<file path="src/rtl/pipeline_ctrl_pkg.sv">
// Shared types and defaults for the pipeline control unit and its mult/div timer.
package pipeline_ctrl_pkg;

    typedef enum logic [1:0] {
        ST_IDLE = 2'd0,
        ST_WAIT = 2'd1,
        ST_DONE = 2'd2
    } state_t;

    localparam int unsigned MD_TIMEOUT_DEF = 40;
    localparam int unsigned CNT_W_DEF      = 6;

endpackage

</file>
<file path="src/rtl/pipeline_ctrl_md_timer.sv">
// Saturating mult/div wait-cycle counter with a terminal-count flag.
module md_timer
    import pipeline_ctrl_pkg::*;
#(
    parameter int unsigned MD_TIMEOUT = MD_TIMEOUT_DEF,
    parameter int unsigned CNT_W      = CNT_W_DEF
) (
    input  logic             clock,
    input  logic             reset,
    input  logic             clear,
    input  logic             enable,
    output logic [CNT_W-1:0] count,
    output logic             tc
);

    localparam logic [CNT_W-1:0] CNT_MAX = {CNT_W{1'b1}};
    // tc fires on the enabled cycle whose increment lands the count on MD_TIMEOUT-1.
    localparam logic [CNT_W-1:0] TC_PRE  = CNT_W'(MD_TIMEOUT - 2);

    logic [CNT_W-1:0] count_r;

    // Counter register: clear wins over enable, and the count never wraps.
    always_ff @(posedge clock) begin
        if (reset) begin
            count_r <= {CNT_W{1'b0}};
        end else if (clear) begin
            count_r <= {CNT_W{1'b0}};
        end else if (enable && (count_r != CNT_MAX)) begin
            count_r <= count_r + CNT_W'(1);
        end else begin
            count_r <= count_r;
        end
    end

    assign count = count_r;
    assign tc    = enable && (count_r == TC_PRE);

endmodule

</file>
<file path="src/rtl/pipeline_ctrl.sv">
// Pipeline latch control: load-use stalls, branch flushes and mult/div sequencing.
module pipeline_ctrl
    import pipeline_ctrl_pkg::*;
#(
    parameter int unsigned MD_TIMEOUT = MD_TIMEOUT_DEF,
    parameter int unsigned CNT_W      = CNT_W_DEF
) (
    input  logic             clock,
    input  logic             reset,
    input  logic             hazard_stall,
    input  logic             branch_taken,
    input  logic             dx_is_mult,
    input  logic             dx_is_div,
    input  logic             md_ready,
    input  logic             md_exception,
    output logic             pc_en,
    output logic             fd_en,
    output logic             dx_en,
    output logic             fd_flush,
    output logic             dx_flush,
    output logic             xm_bubble,
    output logic             ctrl_mult,
    output logic             ctrl_div,
    output logic             md_busy,
    output logic             md_done,
    output logic             md_error,
    output logic [CNT_W-1:0] md_cycles
);

    state_t           state_r;
    logic             err_r;
    logic             start_s;
    logic             tmr_clear_s;
    logic             tmr_en_s;
    logic             tc_s;
    logic [CNT_W-1:0] count_s;

    md_timer #(
        .MD_TIMEOUT (MD_TIMEOUT),
        .CNT_W      (CNT_W)
    ) u_md_timer (
        .clock  (clock),
        .reset  (reset),
        .clear  (tmr_clear_s),
        .enable (tmr_en_s),
        .count  (count_s),
        .tc     (tc_s)
    );

    assign md_cycles = count_s;

    // Latch controls and start pulses; reset forces the idle/run values.
    always_comb begin
        pc_en       = 1'b1;
        fd_en       = 1'b1;
        dx_en       = 1'b1;
        fd_flush    = 1'b0;
        dx_flush    = 1'b0;
        xm_bubble   = 1'b0;
        ctrl_mult   = 1'b0;
        ctrl_div    = 1'b0;
        md_busy     = 1'b0;
        md_done     = 1'b0;
        md_error    = 1'b0;
        start_s     = 1'b0;
        tmr_clear_s = 1'b0;
        tmr_en_s    = 1'b0;
        if (reset) begin
            start_s = 1'b0;
        end else begin
            case (state_r)
                ST_IDLE: begin
                    // Branch operands are not valid during a load-use stall.
                    if (hazard_stall) begin
                        pc_en     = 1'b0;
                        fd_en     = 1'b0;
                        dx_en     = 1'b0;
                        xm_bubble = 1'b1;
                    end else if (branch_taken) begin
                        fd_flush = 1'b1;
                        dx_flush = 1'b1;
                    end else if (dx_is_mult || dx_is_div) begin
                        start_s     = 1'b1;
                        tmr_clear_s = 1'b1;
                        ctrl_mult   = dx_is_mult;
                        ctrl_div    = dx_is_div && !dx_is_mult;
                        pc_en       = 1'b0;
                        fd_en       = 1'b0;
                        dx_en       = 1'b0;
                        xm_bubble   = 1'b1;
                    end else begin
                        start_s = 1'b0;
                    end
                end
                ST_WAIT: begin
                    md_busy   = 1'b1;
                    tmr_en_s  = 1'b1;
                    pc_en     = 1'b0;
                    fd_en     = 1'b0;
                    dx_en     = 1'b0;
                    xm_bubble = 1'b1;
                end
                ST_DONE: begin
                    md_done  = 1'b1;
                    md_error = err_r;
                end
                default: begin
                    start_s = 1'b0;
                end
            endcase
        end
    end

    // Sequencer state and sticky mult/div error latch.
    always_ff @(posedge clock) begin
        if (reset) begin
            state_r <= ST_IDLE;
            err_r   <= 1'b0;
        end else begin
            case (state_r)
                ST_IDLE: begin
                    if (start_s) begin
                        state_r <= ST_WAIT;
                        err_r   <= 1'b0;
                    end else begin
                        state_r <= ST_IDLE;
                        err_r   <= err_r;
                    end
                end
                ST_WAIT: begin
                    if (md_exception || tc_s) begin
                        err_r <= 1'b1;
                    end else begin
                        err_r <= err_r;
                    end
                    if (md_ready || tc_s) begin
                        state_r <= ST_DONE;
                    end else begin
                        state_r <= ST_WAIT;
                    end
                end
                ST_DONE: begin
                    state_r <= ST_IDLE;
                    err_r   <= err_r;
                end
                default: begin
                    state_r <= ST_IDLE;
                    err_r   <= 1'b0;
                end
            endcase
        end
    end

endmodule

</file>
<file path="config.mk">
export PLATFORM = sky130hd
export DESIGN_NAME = pipeline_ctrl
export DESIGN_NICKNAME = d
export VERILOG_FILES = /design/src/rtl/pipeline_ctrl_pkg.sv /design/src/rtl/pipeline_ctrl_md_timer.sv /design/src/rtl/pipeline_ctrl.sv
export SDC_FILE = /design/constraint.sdc
export NUM_CORES = 1
export LEC_CHECK = 0
export CAP_MARGIN = 30
export CORE_MARGIN = 2
export CORE_UTILIZATION = 28
export DETAILED_ROUTE_END_ITERATION = 10
export MAX_ROUTING_LAYER = met4
export PLACE_DENSITY = 0.67
export REMOVE_ABC_BUFFERS = 1
export SLEW_MARGIN = 20
export SYNTH_ARGS = -nofsm -noshare
export SYNTH_HDL_FRONTEND = slang
export SYNTH_HIERARCHICAL = 1
export SYNTH_SLANG_ARGS = --single-unit
</file>
<file path="constraint.sdc">
create_clock -name clock -period 2.4 [get_ports clock]
set_input_delay 0.36 -clock clock [delete_from_list [all_inputs] [get_ports clock]]
set_output_delay 0.36 -clock clock [all_outputs]
set_load 0.005 [all_outputs]
</file>
Yosys cells after proc, flatten, opt, wreduce, memory -nomap -nowiden:

Cells that the tools add are included.

* register bits: 9
* logic and storage cells: 60
* output and inout port bits: 17

* reduce and logical (&&, ||, !) cells: 10
* bitwise logic cells: 1
* equal/unequal tests: 6
* add/subtract/negate cells: 1
* mux-type cells: 39

Operator list (count)
* two-way mux 1 bit: 34
* adder 6 x 1 -> 6 bit (second input constant): 1
* equality test 6 bit (second input constant): 1
* inequality test 6 bit (second input constant): 1
* inequality test 2 bit (second input constant): 2
* case mux 1 bit (2 select lines): 2
* case mux 2 bit (2 select lines): 1
* logical AND 1 bit: 3
* logical OR 1 bit: 3
* case mux 1 bit (3 select lines): 1
* AND reduction 3 bit: 1
* equality test 2 x 1 -> 1 bit (second input constant): 1
* equality test 2 bit (second input constant): 1
* logical NOT 2 bit: 1
* two-way mux 2 bit: 1
* OR reduction 2 bit: 1
* logical NOT 1 bit: 1
* inverter 1 bit: 1

Logic depth before layout (Yosys ltp):

Gate-level depths: netlist of run 1.

* depth in word-level cells: 8
* gate-level depth with buffers: 8
* gate-level depth less buffers: 8

By module:

The synthesis of run 1 kept the hierarchy.

Modules (own cells, without submodules)
* md_timer: times used 1, area each 324.1 um^2, sequential area each 120.1 um^2, cells an instance 35
* pipeline_ctrl: times used 1, area each 232.7 um^2, sequential area each 60.1 um^2, cells an instance 31

Worst setup path before layout of run 1:

OpenSTA, ideal clock, no wires.

* kind: input-to-reg
* from: input port reset
* to: register err_r
* setup time: 0.087 ns
* required time: 2.313 ns
* arrival time: 1.467 ns
* path buffers: 0
* path slack: 0.846 ns
* cell stages on the path: 8
* cell sequence: nor2_1 nand2_1 inv_1 nand4b_1 nor3b_1 o31a_2 nand3_1 o31ai_1

* cells in the longest elaborated chain, start to end: 5

RTL lines
* from (decl): RTL line pipeline_ctrl.sv:9 `input logic reset,`
* two-way mux 1 bit
* named net md_busy: RTL line pipeline_ctrl.sv:24 `output logic md_busy,`
* logical AND 1 bit: RTL line pipeline_ctrl_md_timer.sv:36 `assign tc = enable && (count_r == TC_PRE);`
* named net tc_s: RTL line pipeline_ctrl.sv:35 `logic tc_s;`
* logical OR 1 bit: RTL line pipeline_ctrl.sv:131 `if (md_exception || tc_s) begin`
* inequality test 2 bit (no line)
* AND reduction 3 bit (no line)
* to (signal assigned): RTL line pipeline_ctrl.sv:127 `err_r <= err_r;`
* to (signal assigned): RTL line pipeline_ctrl.sv:134 `err_r <= err_r;`
* to (signal assigned): RTL line pipeline_ctrl.sv:144 `err_r <= err_r;`
* to (decl): RTL line pipeline_ctrl.sv:31 `logic err_r;`

The timed path passes the listed nets, and every way through them passes these cells.
A chain may end at the register's enable or synchronous reset.

Final worst setup path of run 1:

* from: input port reset
* to: output port dx_flush

* cells in the longest elaborated chain, start to end: 1

RTL lines
* two-way mux 1 bit: RTL line pipeline_ctrl.sv:68 `if (reset) begin`
* to (decl): RTL line pipeline_ctrl.sv:20 `output logic dx_flush,`

Every way passes these cells.

==> results.md, run 1 <==
- Area share of the largest cell type after synthesis: between 30 and 40%
- First-pass GRT wire length: around 2.1 mm
- Slew @ Worst Pin: 0.319 ns
- P_sw: slightly below 0.00008 W
- Synth Area per Inst: approximately 8.4 sq um
- Final Util: 44.7%
- Cell internal pwr: around 0.00025 W
- Critical Path Start Type: primary input
- Setup_tns: 0 ns
- Iteration-0 DRC count of the detailed router: 11
- Area growth syn-to-layout: 54.2%
- Hold WC Path Type: reg -> reg
- Max-cap violations: 0
- Die span in y: 48.6 microns
- H-tree lvl count: 1
- Drt pass-1 iters: 4
- Worst vdd ir: 0.149 mV
- Share of cells above drive strength 1: around 17%
- Run status: complete, no violations
- Multiplexer area fraction after synthesis: 3.60%
- Placement row count: 16
- Initial antenna violation count: 0
- Synth top area cells: dfxtp_1, nand2_1, nor2_1, ha_1, buf_4
- TritonCTS clock tree: built
- CORE AREA: approximately 1900 sq um
- Post-CTS Repair Setup Buffers: 0
- Largest family of logic cells by synthesized area: simple AND/OR/NAND/NOR gates
- Total GRT Usage: 11.9%
- DR DRC count: 0
- Filler cells: 191
- Placed cell count: approximately 120
- Slew headroom: 78.7%
- Routed Antenna Nets: 0
- Clock Path Buffers: 2
- CP Max Fanout: 6
- Commonest non-fill, non-tap cell in the layout: clkdlybuf4s50_1
- YS warnings: 6
- Global placer's final weighted congestion: approximately 0.81
- Initial core utilization: between 20% and 30%
- Synth area leader: dfxtp_1
- Die width: approximately 49 microns
- Fin crit period: 2.21 ns
- Number of clock sinks: 9
- Reg2Reg Setup Slack: 0.71 ns
- I/O Buffers: 24
- Root buf cell: clkbuf_4
- Synthesized area: around 560 sq um
- Final hold violations: 0
- Cell count after synthesis: 66
- ANT cells: 0
- WP data arrival: 1.85 ns
- Die ar.: 2360 sq um
- Clock transition at path regs: about 0.06 ns
- GRT Residual Overflow: 0
- Pwr per Cell Area: 384 nW/um^2
- Clock skew: 0.00801 ns
- Req. time, crit path: just over 2 ns
- Synth Area in Adders: 4.49%
- Simple-Gate Fraction of Synth Area: 39.1%
- Vias per inst: 4.93
- Routed via count: 592
- I/O Pins: 25
- DP HPWL: 1.04 mm
- Clk_lat worst skew: between 0.2 and 0.3 ns
- RSZ-0062 raised after global routing: false
- Number of synthesized register bits: 9
- Post-synthesis compound-gate area fraction: between 15 and 20%
- Register area share after synthesis: ~32%
- Pleak: 0.340 nW
- TritonCTS buffer count: 3
- Slew Viols, Final: 0
- Max Clock Freq: 452 MHz
- Switching share of power: 23.8%
- Routed WL per cell: approximately 11 microns
- Clock Power Share: roughly a third
- Synth unique cells: 33
- WS Path Type: in -> out
- Area of the multi-input gates: 354 sq um
- Largest net degree at the start of global routing: 9
- Period utilization: between 90% and 100%
- Reg power frac: a little under half
- Combinational Power Share: 18.0%
- Synth Area in XOR/XNOR: 0%
- Vias in the first global route: 524
- Final Setup Violations: 0
- Post-Route WL: around 1.3 mm
- Finished Layout Cells: between 100 and 150
- Crit path capture type: output port
- Commonest non-fill, non-tap cells in the layout: clkdlybuf4s50_1, nand2_1, dfxtp_1, nor2_1
- Net count, final: 104
- Reg area: ~180 sq um
==> registers in the layout (all words and copies together), names as in the netlist <==
name and cells:
u_md_timer/count 6, state_r 2, err_r 1
==> cell type report <==
cell class	count	share of cell area [%]
Multi-Input combinational cell	52	41.3
Timing Repair Buffer	26	29.9
Sequential cell	9	21.0
Tap cell	27	3.94
Clock buffer	4	3.06
Inverter	2	0.875
==> through the flow <==
stage	hold slack (ns)	instance area [sq um]	setup WS, ns	total power [W]
after detailed placement	0.508	823	-0.0168	0.000216
after floorplan	0.466	534	0.846	0.000179
after global routing	0.535	858	0.0697	0.000349
final	0.511	858	0.186	0.000330
after global placement	0.489	823	-0.00988	0.000216
after CTS	0.520	848	0.00755	0.000334
==> path summary, 6_finish.rpt <==
| check | startpoint | to | depth (start not counted) |
|---|---|---|---|
| min reg2reg | err_r$_SDFFE_PP0P_ | err_r$_SDFFE_PP0P_ | 2 |
| max | reset | dx_flush | 5 |
| max reg2reg | state_r[1]$_SDFF_PP0_ | err_r$_SDFFE_PP0P_ | 8 |
| min | err_r$_SDFFE_PP0P_ | err_r$_SDFFE_PP0P_ | 2 |
==> cells in the mapped netlist <==
master and instances:
buf_4 3, nor3b_1 2, o221a_2 1, dfxtp_1 9, and4b_1 1, o31ai_1 1, nor2_1 7, or2_2 1
inv_1 2, o21ai_2 1, or3_1 1, nor4b_2 1, nand3_1 1, and3_2 1, a21boi_1 1, mux2i_1 2
and3_1 1, and2_1 1, nor2_2 1, o21bai_1 1, nand4b_1 1, nand4_1 1, nand2b_1 3, nor3_1 2
o31a_2 1, nand2_1 9, and4_1 1, a21oi_1 2, nand3_2 1, ha_1 2, a211oi_1 2, or4_4 1
a31oi_1 1
==> kinds of logic (layout without fill, tap and decap cells) <==
logic type	Yosys count	count (layout)
multiplexers	2	2
AND/OR/NAND/NOR	37	37
AO/OA/AOI/OAI	11	11
flip-flops	9	9
buffers and inverters	5	32
adder cells (fa/ha/maj)	2	2
==> metal layers <==
layer  vias to the layer above  track usage (%)  wire length [microns]  share of wire, %
li1                        292                -                      -                 -
met1                       276             13.7                    608                46
met2                        22             18.8                    631                47
met3                         2             4.01                     81               6.1
met4                         0             5.24                     10              0.75
met5                         -                -                      0                 0
==> repair_timing <==
item	in CTS	in global routing
gates resized for setup	1	3
setup endpoints to repair	1	4
hold buffers	0	0
==> power by group through the flow <==
stage	Sequential, W	Clock (W)	Combinational [W]
2_1_floorplan	0.000157	0	0.0000222
3_3_place_gp	0.000157	0	0.0000584
3_5_place_dp	0.000157	0	0.0000588
4_1_cts	0.000154	0.000120	0.0000592
5_1_grt	0.000154	0.000130	0.0000646
6_report	0.000154	0.000116	0.0000592
==> worst max-delay path: stages <==
cell and delay (ns):
clkdlybuf4s50_1 0.42, buf_4 0.16, nor2_2 0.19, and3_1 0.21
clkdlybuf4s50_1 0.50
No activity file was read; power rests on OpenSTA's default activity.
==> inputs of run 2 (changes only) <==
--- a/config.mk
+++ b/config.mk
@@ -5,10 +5,11 @@
 export SDC_FILE = /design/constraint.sdc
 export NUM_CORES = 1
 export LEC_CHECK = 0
-export CAP_MARGIN = 30
+export CAP_MARGIN = 15
 export CORE_MARGIN = 2
 export CORE_UTILIZATION = 28
 export DETAILED_ROUTE_END_ITERATION = 10
+export GPL_ROUTABILITY_DRIVEN = 0
 export MAX_ROUTING_LAYER = met4
 export PLACE_DENSITY = 0.67
 export REMOVE_ABC_BUFFERS = 1
@@ -17,3 +18,4 @@
 export SYNTH_HDL_FRONTEND = slang
 export SYNTH_HIERARCHICAL = 1
 export SYNTH_SLANG_ARGS = --single-unit
+export TNS_END_PERCENT = 5
==> results of run 2 <==
Same layout as run 1: the final DEF is identical, and so are final timing and power.
==> inputs of run 3 (changes only) <==
--- a/config.mk
+++ b/config.mk
@@ -6,12 +6,12 @@
 export NUM_CORES = 1
 export LEC_CHECK = 0
 export CAP_MARGIN = 15
-export CORE_MARGIN = 2
+export CORE_MARGIN = 8
 export CORE_UTILIZATION = 28
 export DETAILED_ROUTE_END_ITERATION = 10
 export GPL_ROUTABILITY_DRIVEN = 0
 export MAX_ROUTING_LAYER = met4
-export PLACE_DENSITY = 0.67
+export PLACE_DENSITY = 0.57
 export REMOVE_ABC_BUFFERS = 1
 export SLEW_MARGIN = 20
 export SYNTH_ARGS = -nofsm -noshare
==> results.md, run 3 (synthesized netlist as in run 1, its figures left out) <==
- Root buf cell: clkbuf_4
- Commonest non-fill, non-tap cells in the layout: clkdlybuf4s50_1, nand2_1, dfxtp_1, nor2_1
- Routed Antenna Nets: 0
- Number of clock sinks: 9
- Critical Path Start: reset
- Fin crit period: 2.23 ns
- Req. time, crit path: ~2.0 ns
- First-pass GRT wire length: approximately 2.7 mm
- Initial antenna violation count: 0
- RSZ-0062 raised after global routing: false
- Final hold violations: 0
- Place WS: -0.0237 ns
- DR DRC count: 0
- Final Setup Violations: 0
- Post-route cell area: 866 sq um
- I/O Buffers: 24
- Die width: 60.6 microns
- Slew @ Worst Pin: 0.305 ns
- Max reg flops: 6
- Placed cell area: 831 sq um
- Crit path largest cell delay: 0.52 ns
- Worst vdd ir: 0.263 mV
- Crit-path cells: clkdlybuf4s50_1 > buf_4 > nor2_2 > nand2_1 > inv_1 > clkdlybuf4s50_1
- Routed via count: 591
- DP HPWL: 1.24 mm
- Clock skew: 0.00596 ns
- Drt pass-1 iters: 2
- Vias in the first global route: 624
- RR Endpoint: u_md_timer/count[1]$_SDFFE_PP0P_
- Hold Crit Depth: 2
- Iteration-0 DRC count of the detailed router: 4
- I/O Pins: 25
- Final Util: 45.1%
- Hold EP: err_r$_SDFFE_PP0P_
- Share of cells above drive strength 1: a little under a fifth
- Max Clock Freq: 449 MHz
- Clock Path Buffers: 2
- TritonCTS clock tree: built
- Total GRT Usage: 9.69%
- Net count, final: 105
- R2r startpoint: state_r[0]$_SDFF_PP0_
- CORE AREA: 1920 sq um
- CP Buf/Inv Count: 4
- Clk_lat worst skew: 0.27 ns
- WP data arrival: 1.87 ns
- Area growth syn-to-layout: 55.5%
- Crit path capture type: output port
- Clock transition at path regs: 0.06 ns
- FF-to-FF path depth: 6
- Post-Route WL: 1.66 mm
- H-tree lvl count: 1
- Routed WL per cell: about 14 microns
- Hold WC Path Type: reg -> reg
- Pwr per Cell Area: 392 nW/um^2
- WS Path Type: in -> out
- Hold path start: err_r$_SDFFE_PP0P_
- Vias per inst: 4.88
- Critical Path Start Type: primary input
- Period utilization: 92.7%
- Hold-fix buffers, CTS: 0
- Pleak: 0.345 nW
- Die span in y: ~61 microns
- ANT cells: 0
- Worst path slowest cell: clkdlybuf4s50_1
- Largest net degree at the start of global routing: 9
- Die ar.: 3670 sq um
- Placement row count: 16
- TritonCTS buffer count: 3
- GRT Residual Overflow: 0
- Initial core utilization: between 20% and 30%
- Setup_tns: 0 ns
- Top cell by count, worst path: clkdlybuf4s50_1
- CP delay by family, top: buffers and inverters
- Worst setup margin: 0.175 ns
- CP Max Fanout: 6
- Slew headroom: 79.6%
- Max-cap violations: 0
- Reg2Reg Setup Slack: 0.76 ns
- Run status: complete, no violations
- Commonest non-fill, non-tap cell in the layout: clkdlybuf4s50_1
- Slew Viols, Final: 0
-- run 3: cell count changes in the layout (fill, tap and decap cells not counted), sizes merged --
cell  previous run  this run
buf              2         3
-- run 3: layer usage --
metal	GRT usage [%]	vias to the layer above	share of wire [%]	routed length, microns
met5	-	-	0	0
met4	1.99	0	0	0
li1	-	296	-	-
met3	5.51	0	11	182
met2	14.3	23	43	722
met1	11.2	272	46	759
-- run 3: worst min-delay path: cells and delay by family (launching register included) --
| kind | cells | cell delay [ns] |
|---|---|---|
| compound gates | 1 | 0.07 |
| flops | 1 | 0.30 |
| simple gates | 1 | 0.09 |
-- run 3: worst max path at each step --
stage	to	slack, ns	depth (start not counted)
floorplan	err_r$_SDFFE_PP0P_	0.85	8
global placement	ctrl_div	-0.01	4
detailed placement	ctrl_div	-0.02	4
CTS	ctrl_mult	0.02	4
global route	md_busy	0.09	6
finish	md_busy	0.17	6
-- run 3: where the power goes --
group	total [W]	internal, W	switching, W
combinational	0.0000621	0.0000372	0.0000249
clock	0.000123	0.0000643	0.0000587
sequential	0.000154	0.000151	0.00000283
-- run 3: stage by stage --
step | std cells | power (W) | hold slack, ns
finish | 121 | 0.000339 | 0.503
global route | 121 | 0.000356 | 0.535
CTS | 121 | 0.000344 | 0.505
detailed placement | 117 | 0.000218 | 0.494
global placement | 117 | 0.000219 | 0.491
floorplan | 63 | 0.000179 | 0.466
-- run 3: cell type report --
type | count | area, sq um
multi-input combinational | 52 | 354
sequential | 9 | 180
timing repair buffer | 27 | 264
fill | 209 | 1060
inverter | 2 | 7.51
clock buffer | 4 | 26.3
tap | 27 | 33.8
-- run 3: repair_timing --
item | in CTS | in global routing
gates resized for setup | 1 | 3
buffers inserted | 0 | 0
endpoints found under the setup margin | 1 | 2
gates cloned | 0 | 0
